**config.mk**
```make
export PLATFORM = sky130hd
export DESIGN_NAME = elevator_ctrl
export DESIGN_NICKNAME = d
export VERILOG_FILES = /design/src/rtl/elevator_ctrl.sv
export SDC_FILE = /design/constraint.sdc
export NUM_CORES = 1
export LEC_CHECK = 0
export BUFFER_PORTS_ARGS = -buffer_cell sky130_fd_sc_hd__buf_2
export CORE_ASPECT_RATIO = 1.1
export CORE_MARGIN = 1
export CORE_UTILIZATION = 35
export DETAILED_ROUTE_END_ITERATION = 10
export GPL_ROUTABILITY_DRIVEN = 0
export GPL_TIMING_DRIVEN = 0
export MAX_ROUTING_LAYER = met4
export PLACE_DENSITY = 0.56
export SETUP_SLACK_MARGIN = 0.4
export SLEW_MARGIN = 0
export SYNTH_ARGS = -nofsm -noshare
export SYNTH_HDL_FRONTEND = slang
export SYNTH_SLANG_ARGS = --single-unit
```
**constraint.sdc**
```tcl
create_clock -name clk -period 3.6 [get_ports clk]
set_input_delay 0.36 -clock clk [delete_from_list [all_inputs] [get_ports clk]]
set_output_delay 0.36 -clock clk [all_outputs]
set_load 0.02 [all_outputs]
```
**src/rtl/elevator_ctrl.sv**
```systemverilog
// Three-floor elevator controller: homes to a known floor after reset, then
// serves latched floor requests with a scan (keep direction while requests
// lie ahead) policy, holding the door open for DOOR_CYC clocks at each stop.
//
// state | meaning
// ------+----------------------------------------------------------
// HOME  | position unknown, drive down until a floor sensor reports
// IDLE  | parked at a floor, door closed, choosing what to do next
// UP    | car travelling up
// DOWN  | car travelling down
// DOOR  | parked at a floor with the door open, timer running
module elevator_ctrl #(
    parameter int DOOR_CYC = 8,
    parameter int CNT_W    = 4
) (
    input  logic       clk,
    input  logic       rst_n,
    input  logic [2:0] story,
    input  logic [2:0] call,
    output logic       motor_up,
    output logic       motor_down,
    output logic       door_open,
    output logic [2:0] pending,
    output logic       dir_up
);

    typedef enum logic [2:0] {HOME, IDLE, UP, DOWN, DOOR} state_t;

    localparam logic [CNT_W-1:0] DOOR_LOAD = CNT_W'(DOOR_CYC - 1);

    state_t           state, state_nxt;
    state_t           depart_state;
    logic             depart_dir;
    logic             dir_nxt;
    logic [CNT_W-1:0] timer, timer_nxt;
    logic [2:0]       pending_nxt;
    logic             story_ok;
    logic [2:0]       here;
    logic             req_above, req_below;

    // Decode the floor sensor into a one-hot "this floor" mask and the
    // presence of latched requests strictly above / below it.
    always_comb begin
        story_ok  = 1'b0;
        here      = 3'b000;
        req_above = 1'b0;
        req_below = 1'b0;
        case (story)
            3'd1: begin
                story_ok  = 1'b1;
                here      = 3'b001;
                req_above = |(pending & 3'b110);
            end
            3'd2: begin
                story_ok  = 1'b1;
                here      = 3'b010;
                req_above = pending[2];
                req_below = pending[0];
            end
            3'd3: begin
                story_ok  = 1'b1;
                here      = 3'b100;
                req_below = |(pending & 3'b011);
            end
            default: ;
        endcase
    end

    // Scan policy when leaving a floor: keep direction if work lies ahead,
    // otherwise reverse if work lies behind, otherwise park.
    always_comb begin
        depart_state = IDLE;
        depart_dir   = dir_up;
        if (dir_up) begin
            if (req_above) begin
                depart_state = UP;
            end else if (req_below) begin
                depart_state = DOWN;
                depart_dir   = 1'b0;
            end
        end else begin
            if (req_below) begin
                depart_state = DOWN;
            end else if (req_above) begin
                depart_state = UP;
                depart_dir   = 1'b1;
            end
        end
    end

    // Next-state, direction, door timer and request latch.
    always_comb begin
        state_nxt = state;
        dir_nxt   = dir_up;
        timer_nxt = timer;
        case (state)
            HOME: begin
                if (story_ok) state_nxt = IDLE;
            end
            IDLE: begin
                if (!story_ok) begin
                    state_nxt = HOME;
                end else if (|(pending & here)) begin
                    state_nxt = DOOR;
                end else begin
                    state_nxt = depart_state;
                    dir_nxt   = depart_dir;
                end
            end
            UP: begin
                if (story_ok) begin
                    if (|(pending & here))  state_nxt = DOOR;
                    else if (story == 3'd3) state_nxt = IDLE;
                end
            end
            DOWN: begin
                if (story_ok) begin
                    if (|(pending & here))  state_nxt = DOOR;
                    else if (story == 3'd1) state_nxt = IDLE;
                end
            end
            DOOR: begin
                if (!story_ok) begin
                    state_nxt = HOME;
                end else if (|(call & here)) begin
                    timer_nxt = DOOR_LOAD;
                end else if (timer != '0) begin
                    timer_nxt = timer - CNT_W'(1);
                end else begin
                    state_nxt = depart_state;
                    dir_nxt   = depart_dir;
                end
            end
            default: state_nxt = HOME;
        endcase

        if (state_nxt == DOOR && state != DOOR) timer_nxt = DOOR_LOAD;

        // While the door is (or is about to be) open at a floor, that floor's
        // request is served: clear it and ignore fresh calls for it.
        if (state_nxt == DOOR) pending_nxt = (pending | call) & ~here;
        else                   pending_nxt = pending | call;
    end

    // State register; reset drops all requests and restarts homing.
    always_ff @(posedge clk or negedge rst_n) begin
        if (!rst_n) begin
            state   <= HOME;
            pending <= 3'b000;
            dir_up  <= 1'b1;
            timer   <= '0;
        end else begin
            state   <= state_nxt;
            pending <= pending_nxt;
            dir_up  <= dir_nxt;
            timer   <= timer_nxt;
        end
    end

    // Outputs come from the registered state only, so motors and door are
    // mutually exclusive by construction.
    always_comb begin
        motor_up   = (state == UP);
        motor_down = (state == HOME) || (state == DOWN);
        door_open  = (state == DOOR);
    end

endmodule

```
==> results.txt, run 1 <==
Status -> finished clean
TritonCTS clock tree -> yes
I/O pins -> 15
Largest buffer count on any clock path -> 2
Fin worst setup slack -> 1.78 ns
Total via count in the routed design -> 723
Peak supply drop -> 0.000268 V
Cell count after synthesis -> 91
Cells along the critical path -> inv_1, ha_1, or3b_2, nor4_1, a22oi_1, o211ai_1
Total negative slack for setup checks -> 0 ns
Clock H-tree levels -> 1
GR Overflow Total -> 0
Fmax -> 0.549 GHz
Remaining DRCs -> 0
Crit-path max FO -> 4
Die H -> 51.0 microns
Required time at the worst-slack endpoint -> 3.79 ns
Area of the core -> 0.00202 sq mm
Row count -> 17
Count of nets after finishing -> 119
Fraction of power consumed by sequential logic -> 0.342
Main synth FF type -> sky130_fd_sc_hd__dfrtp_1
Number of buffers inserted during clock tree synthesis -> 3
Antenna fix cells -> 0
Net load switching power -> 0.209 mW
First-pass iteration count of the detailed router -> 4
Fill cell total of the finished layout -> 220
Post-route cell area -> 900 sq um
Arrival time at the worst endpoint -> 2.01 ns
Slowest stage cell on the critical path -> sky130_fd_sc_hd__or3b_2
Cell Int Power -> 0.287 mW
Cell at the root of the clock tree -> sky130_fd_sc_hd__clkbuf_4
Rel. slew slack -> 0.633
Wire length of the first global-routing pass -> 2.96 mm
GRT Util Overall -> 0.174
Floorplan die area -> 0.00237 sq mm
Clock group share of total power -> 0.176
Leakage power figure -> 0.393 nW
Fraction of power spent switching nets -> 0.422
Cts repair resizes -> 0
Overall power -> 0.495 mW
Maximum cell stage delay along the critical path -> 0.47 ns
Final routed wirelength across all metal layers -> 1.71 mm
Cts hold-fix bufs -> 1
Number of buffer and inverter instances along the worst setup path -> 1
Netlist Area Pre-Place -> 763 sq um
Most common library cell in the layout ignoring fill and taps -> sky130_fd_sc_hd__buf_2
Part of the cycle the worst path needs -> 0.506
Flop and latch count out of synthesis -> 11
Clk pin slew, worst setup/hold paths -> 0.08 ns
Clock tree skew after final layout -> 0.00150 ns
Post-detailed-route wirelength per cell -> 12.5 microns
Number of pins exceeding their max-slew limit in the final report -> 0
Most frequent cells in the layout -> sky130_fd_sc_hd__buf_2, sky130_fd_sc_hd__nor2_1, sky130_fd_sc_hd__dfrtp_1, sky130_fd_sc_hd__a21oi_1, sky130_fd_sc_hd__nand2_1
Via/cell ratio -> 5.28
Number of warnings issued by yosys -> 0
Max Cap Violations -> 0
Clock tree sinks -> 11
Skew-Pair Late Insertion Delay -> 0.27 ns
Standard cell area after detailed placement -> 863 sq um
Post-layout min period -> 1.82 ns
PD cells -> 551 mW/mm^2
Category of the worst setup path capture point -> flop
Area Overhead vs Synth -> 17.9%
Cell family with the largest share of critical-path delay -> simple AND/OR/NAND/NOR gates
Share of total power in combinational logic -> 0.482
Count of buffers added by post-CTS timing repair for setup -> 0
Worst slew pin tran -> 0.547 ns
Via count of the first global-routing pass -> 635
RSZ-0062 raised after global routing -> false
Sequential fraction of the synthesis area -> 0.362
First-iteration detailed-routing DRC count -> 23
Critical Path Source Type -> flop
Syn_nets -> 100
Fraction of final layout cells with drive strength greater than 1 -> 0.211
Count of flip-flops with a built-in enable after synthesis -> 0
Initial Util -> 0.378
Count of endpoints failing hold in the final timing report -> 0
Placement-stage worst setup slack -> 1.80 ns
Antenna violations before repair -> 0
Final Setup Violations -> 0
Detailed placement HPWL -> 1.24 mm
Critical Setup Path Class -> flop to flop
Proportion of synthesized flip-flops having asynchronous set or reset -> 1.00
Avg Inst Size Synth -> 8.39 sq um
Number of port buffers -> 13
Antenna viol nets, final -> 0
Die width -> 46.5 microns
Worst hold path class -> input pin to flop
Pin count of the biggest net entering global routing -> 12
Synth unique cells -> 36
## synthesized netlist by cell type, drive strengths merged (3+ instances only)
library cell / count / area [sq um]
a21o: 3 / 22.5
a21oi: 6 / 30.0
a31oi: 3 / 18.8
buf: 3 / 20.0
dfrtp: 10 / 250
inv: 3 / 11.3
mux2i: 3 / 30.0
nand2: 7 / 28.8
nand3b: 3 / 22.5
nor2: 12 / 45.0
nor3: 5 / 25.0
## stage by stage
| step | hold WS (ns) | util | std cells |
|---|---|---|---|
| 6_report | 0.350 | 0.445 | 137 |
| 3_5_place_dp | 0.254 | 0.427 | 132 |
| 5_1_grt | 0.375 | 0.445 | 137 |
| 2_1_floorplan | 0.0644 | - | 91 |
| 4_1_cts | 0.339 | 0.445 | 137 |
| 3_3_place_gp | 0.250 | 0.427 | 132 |
## cell families (layout without fill, tap and decap cells)
family	count (synthesis)	count (layout)	synth area share
flops	11	11	0.362
buf+inv	8	26	0.0508
mux	3	3	0.0393
xor+xnor	1	1	0.0115
fa+ha+maj	1	1	0.0164
simple gates	39	39	0.267
compound gates	28	28	0.252
## layer usage
layer  vias up  GRT usage  share of wire
met2        13      0.222           0.45
met3         2     0.0212          0.026
met1       338      0.271           0.52
met4         0     0.0686         0.0082
met5         -          -              0
li1        370          -              -
## worst register-to-register path, stage by stage, from the launching register on
cell                       delay (ns)
sky130_fd_sc_hd__dfrtp_1         0.41
sky130_fd_sc_hd__inv_1           0.07
sky130_fd_sc_hd__ha_1            0.19
sky130_fd_sc_hd__or3b_2          0.47
sky130_fd_sc_hd__nor4_1          0.24
sky130_fd_sc_hd__a22oi_1         0.17
sky130_fd_sc_hd__o211ai_1        0.20
## sequential cells by signal, summed over array words and instances (netlist names)
register / flops
timer: 4
pending: 3
state: 3
dir_up: 1
## power by group through the flow
stage,combinational (mW),clock (mW),sequential [mW]
2_1_floorplan,0.175,0,0.174
4_1_cts,0.241,0.0904,0.170
3_3_place_gp,0.237,0,0.172
3_5_place_dp,0.238,0,0.172
5_1_grt,0.271,0.0945,0.175
6_report,0.239,0.0871,0.169
## area by class of cell
| cell class | instances | area, sq um | share of cell area |
|---|---|---|---|
| Sequential cell | 11 | 277 | 0.307 |
| Timing Repair Buffer | 14 | 75.1 | 0.0834 |
| Buffer | 5 | 27.5 | 0.0306 |
| Inverter | 3 | 11.3 | 0.0125 |
| Clock buffer | 4 | 26.3 | 0.0292 |
| Multi-Input combinational cell | 72 | 448 | 0.498 |
| Tap cell | 28 | 35.0 | 0.0389 |
## final timing paths
check / from / to / slack, ns / cells after the start
max in group asynchronous: rst_n / dir_up / 2.84 / 2
worst min-delay path: call[2] / pending[2] / 0.35 / 3
worst max register to register: timer[0] / dir_up / 1.78 / 6
worst min register to register: dir_up / dir_up / 0.51 / 2
min in group asynchronous: rst_n / state[0] / 0.49 / 2
worst max-delay path: timer[0] / dir_up / 1.78 / 6
No activity file was read; power rests on OpenSTA's default activity.
==> inputs of run 2 (changes only) <==
--- a/config.mk
+++ b/config.mk
@@ -13,7 +13,7 @@
 export GPL_ROUTABILITY_DRIVEN = 0
 export GPL_TIMING_DRIVEN = 0
 export MAX_ROUTING_LAYER = met4
-export PLACE_DENSITY = 0.56
+export PLACE_DENSITY = 0.58
 export SETUP_SLACK_MARGIN = 0.4
 export SLEW_MARGIN = 0
 export SYNTH_ARGS = -nofsm -noshare
==> constraint.sdc (replaced) <==
create_clock -name clk -period 1.6 [get_ports clk]
set_input_delay 0.16 -clock clk [delete_from_list [all_inputs] [get_ports clk]]
set_output_delay 0.16 -clock clk [all_outputs]
set_load 0.02 [all_outputs]
==> run 2 against run 1 <==
  * The run now ends with negative setup slack left
  * Sequential share of layout area shrank 7.4 points
  * Global-route usage is 1.7 points higher
  * Design area up 34%
  * Critical endpoint is now state[1]
  * Highest routed layer unchanged
==> results.txt, run 2 (same netlist as run 1, synthesis figures left out) <==
Status -> finished with violations
Violated checks -> negative setup slack
Max Cap Violations -> 0 (unchanged)
GR Overflow Total -> 0 (unchanged)
Slowest stage cell on the critical path -> sky130_fd_sc_hd__or3b_4
Floorplan die area -> 0.00237 sq mm (unchanged)
Count of endpoints failing hold in the final timing report -> 0 (unchanged)
Final core area utilization -> 0.594 (+0.149)
TritonCTS clock tree -> yes
Most common library cell in the layout ignoring fill and taps -> sky130_fd_sc_hd__buf_4
Area of the core -> 0.00202 sq mm (unchanged)
Die width -> 46.5 microns (unchanged)
Leakage power figure -> 0.517 nW (+32%)
Max FFs per register -> 4 (unchanged)
Worst slew pin tran -> 0.568 ns (+0.0213 ns)
Largest buffer count on any clock path -> 2 (unchanged)
Clock tree skew after final layout -> 0.00335 ns (+0.00184 ns)
Peak supply drop -> 0.000740 V (+180%)
Initial Util -> 0.378 (unchanged)
Clock H-tree levels -> 1 (unchanged)
Die H -> 51.0 microns (unchanged)
Final Setup Violations -> 5 (+5)
Arrival time at the worst endpoint -> 1.86 ns (-0.15 ns)
Rel. slew slack -> 0.621 (-0.0127)
Critical Setup Path Class -> flop to flop
RSZ-0062 raised after global routing -> true
Antenna viol nets, final -> 0 (unchanged)
Fin worst setup slack -> -0.0556 ns (-1.84 ns)
Clock tree sinks -> 11 (unchanged)
Total via count in the routed design -> 829 (+15%)
Crit-path max FO -> 2 (-2)
Largest reg by FF count -> timer
Non-Filler Instances -> 154 (+12%)
Part of the cycle the worst path needs -> 1.03 (+0.529)
Row count -> 17 (unchanged)
Skew-Pair Late Insertion Delay -> 0.27 ns (about the same)
PD cells -> 1260 mW/mm^2 (+130%)
First-iteration detailed-routing DRC count -> 24 (+4.3%)
Detailed placement HPWL -> 1.34 mm (+8.5%)
Final routed wirelength across all metal layers -> 2.18 mm (+28%)
Fraction of final layout cells with drive strength greater than 1 -> 0.476 (+0.265)
Required time at the worst-slack endpoint -> 1.81 ns (-1.98 ns)
Post-layout min period -> 1.66 ns (-0.164 ns)
Number of port buffers -> 13 (unchanged)
Largest regs -> timer (4), pending (3), state (3)
Total negative slack for setup checks -> -0.171 ns (-0.171 ns)
Remaining DRCs -> 0 (unchanged)
Maximum cell stage delay along the critical path -> 0.40 ns (-0.07 ns)
Antenna fix cells -> 0 (unchanged)
Clk pin slew, worst setup/hold paths -> 0.08 ns (about the same)
Via count of the first global-routing pass -> 703 (+11%)
Post-route cell area -> 0.00120 sq mm (+34%)
Category of the worst setup path capture point -> flop
Post-detailed-route wirelength per cell -> 14.2 microns (+14%)
Pin count of the biggest net entering global routing -> 12 (unchanged)
Via/cell ratio -> 5.38 (+2.0%)
Standard cell area after detailed placement -> 908 sq um (+5.2%)
Count of nets after finishing -> 136 (+14%)
Number of buffers inserted during clock tree synthesis -> 3 (unchanged)
Critical Path Source Type -> flop
Cell at the root of the clock tree -> sky130_fd_sc_hd__clkbuf_4
Worst hold path class -> input pin to flop
Total instance count after detailed placement -> 132 (unchanged)
Cells along the critical path -> inv_1, ha_2, or3b_4, buf_4, buf_6, o31ai_4, a32o_1
I/O pins -> 15 (unchanged)
GRT Util Overall -> 0.191 (+0.0166)
First-pass iteration count of the detailed router -> 4 (unchanged)
Number of pins exceeding their max-slew limit in the final report -> 0 (unchanged)
Wire length of the first global-routing pass -> 3.12 mm (+5.3%)
Fmax -> 0.604 GHz (+9.9%)
Area Overhead vs Synth -> 57.4%
Antenna violations before repair -> 0 (unchanged)
Placement-stage worst setup slack -> -0.169 ns (-1.97 ns)
Most frequent cells in the layout -> sky130_fd_sc_hd__buf_4, sky130_fd_sc_hd__nor2_1, sky130_fd_sc_hd__buf_2, sky130_fd_sc_hd__dfrtp_1, sky130_fd_sc_hd__nand2_1
==> run 2: repair_timing <==
action,in CTS,in global routing
setup buffers,5,11
hold endpoints to repair,10,0
hold buffers,1,0
resized for setup,15,10
endpoints found under the setup margin,14,14
cloned,0,1
pin swaps,6,12
==> run 2: path summary, 6_finish.rpt <==
path,end,slack (ns),depth (start not counted),from
max,state[1],-0.06,7,timer[0]
min,pending[1],0.15,3,call[1]
max reg2reg,state[1],-0.06,7,timer[0]
min reg2reg,dir_up,0.52,2,dir_up
max in group asynchronous,dir_up,1.04,2,rst_n
min in group asynchronous,timer[1],0.29,2,rst_n
==> run 2: through the flow <==
step | hold WS, ns | power, mW
global placement | 0.0489 | 0.974
floorplan | -0.136 | 0.839
global route | 0.154 | 1.61
CTS | 0.133 | 1.33
finish | 0.145 | 1.51
detailed placement | 0.0545 | 0.981
==> run 2: power by group <==
group,leakage [nW],internal (mW),switching [mW]
clock network,0.0177,0.0925,0.103
registers,0.118,0.343,0.0558
logic,0.382,0.477,0.439
==> run 2: worst max-delay path: cells and delay by family, from the launching register on <==
family,cells,cell delay [ns]
buf+inv,3,0.32
fa+ha+maj,1,0.17
compound gates,2,0.31
flops,1,0.39
simple gates,1,0.40
==> run 2: routing by layer <==
layer,wire length (microns),vias to the layer above,part of all wire,track usage
met5,0,-,0,-
met4,14,0,0.0064,0.118
met3,66,2,0.030,0.0318
met2,1160,19,0.53,0.282
met1,939,400,0.43,0.235
li1,-,408,-,-
==> run 2: area by class of cell <==
cell class	instances	area [sq um]
fillers	185	820
multi-input cells	72	558
flip-flops and latches	11	280
repair buffers	31	235
plain buffers	5	53.8
well taps	28	35.0
clock buffers	3	22.5
inverters	3	11.3
clock inverters	1	5.00
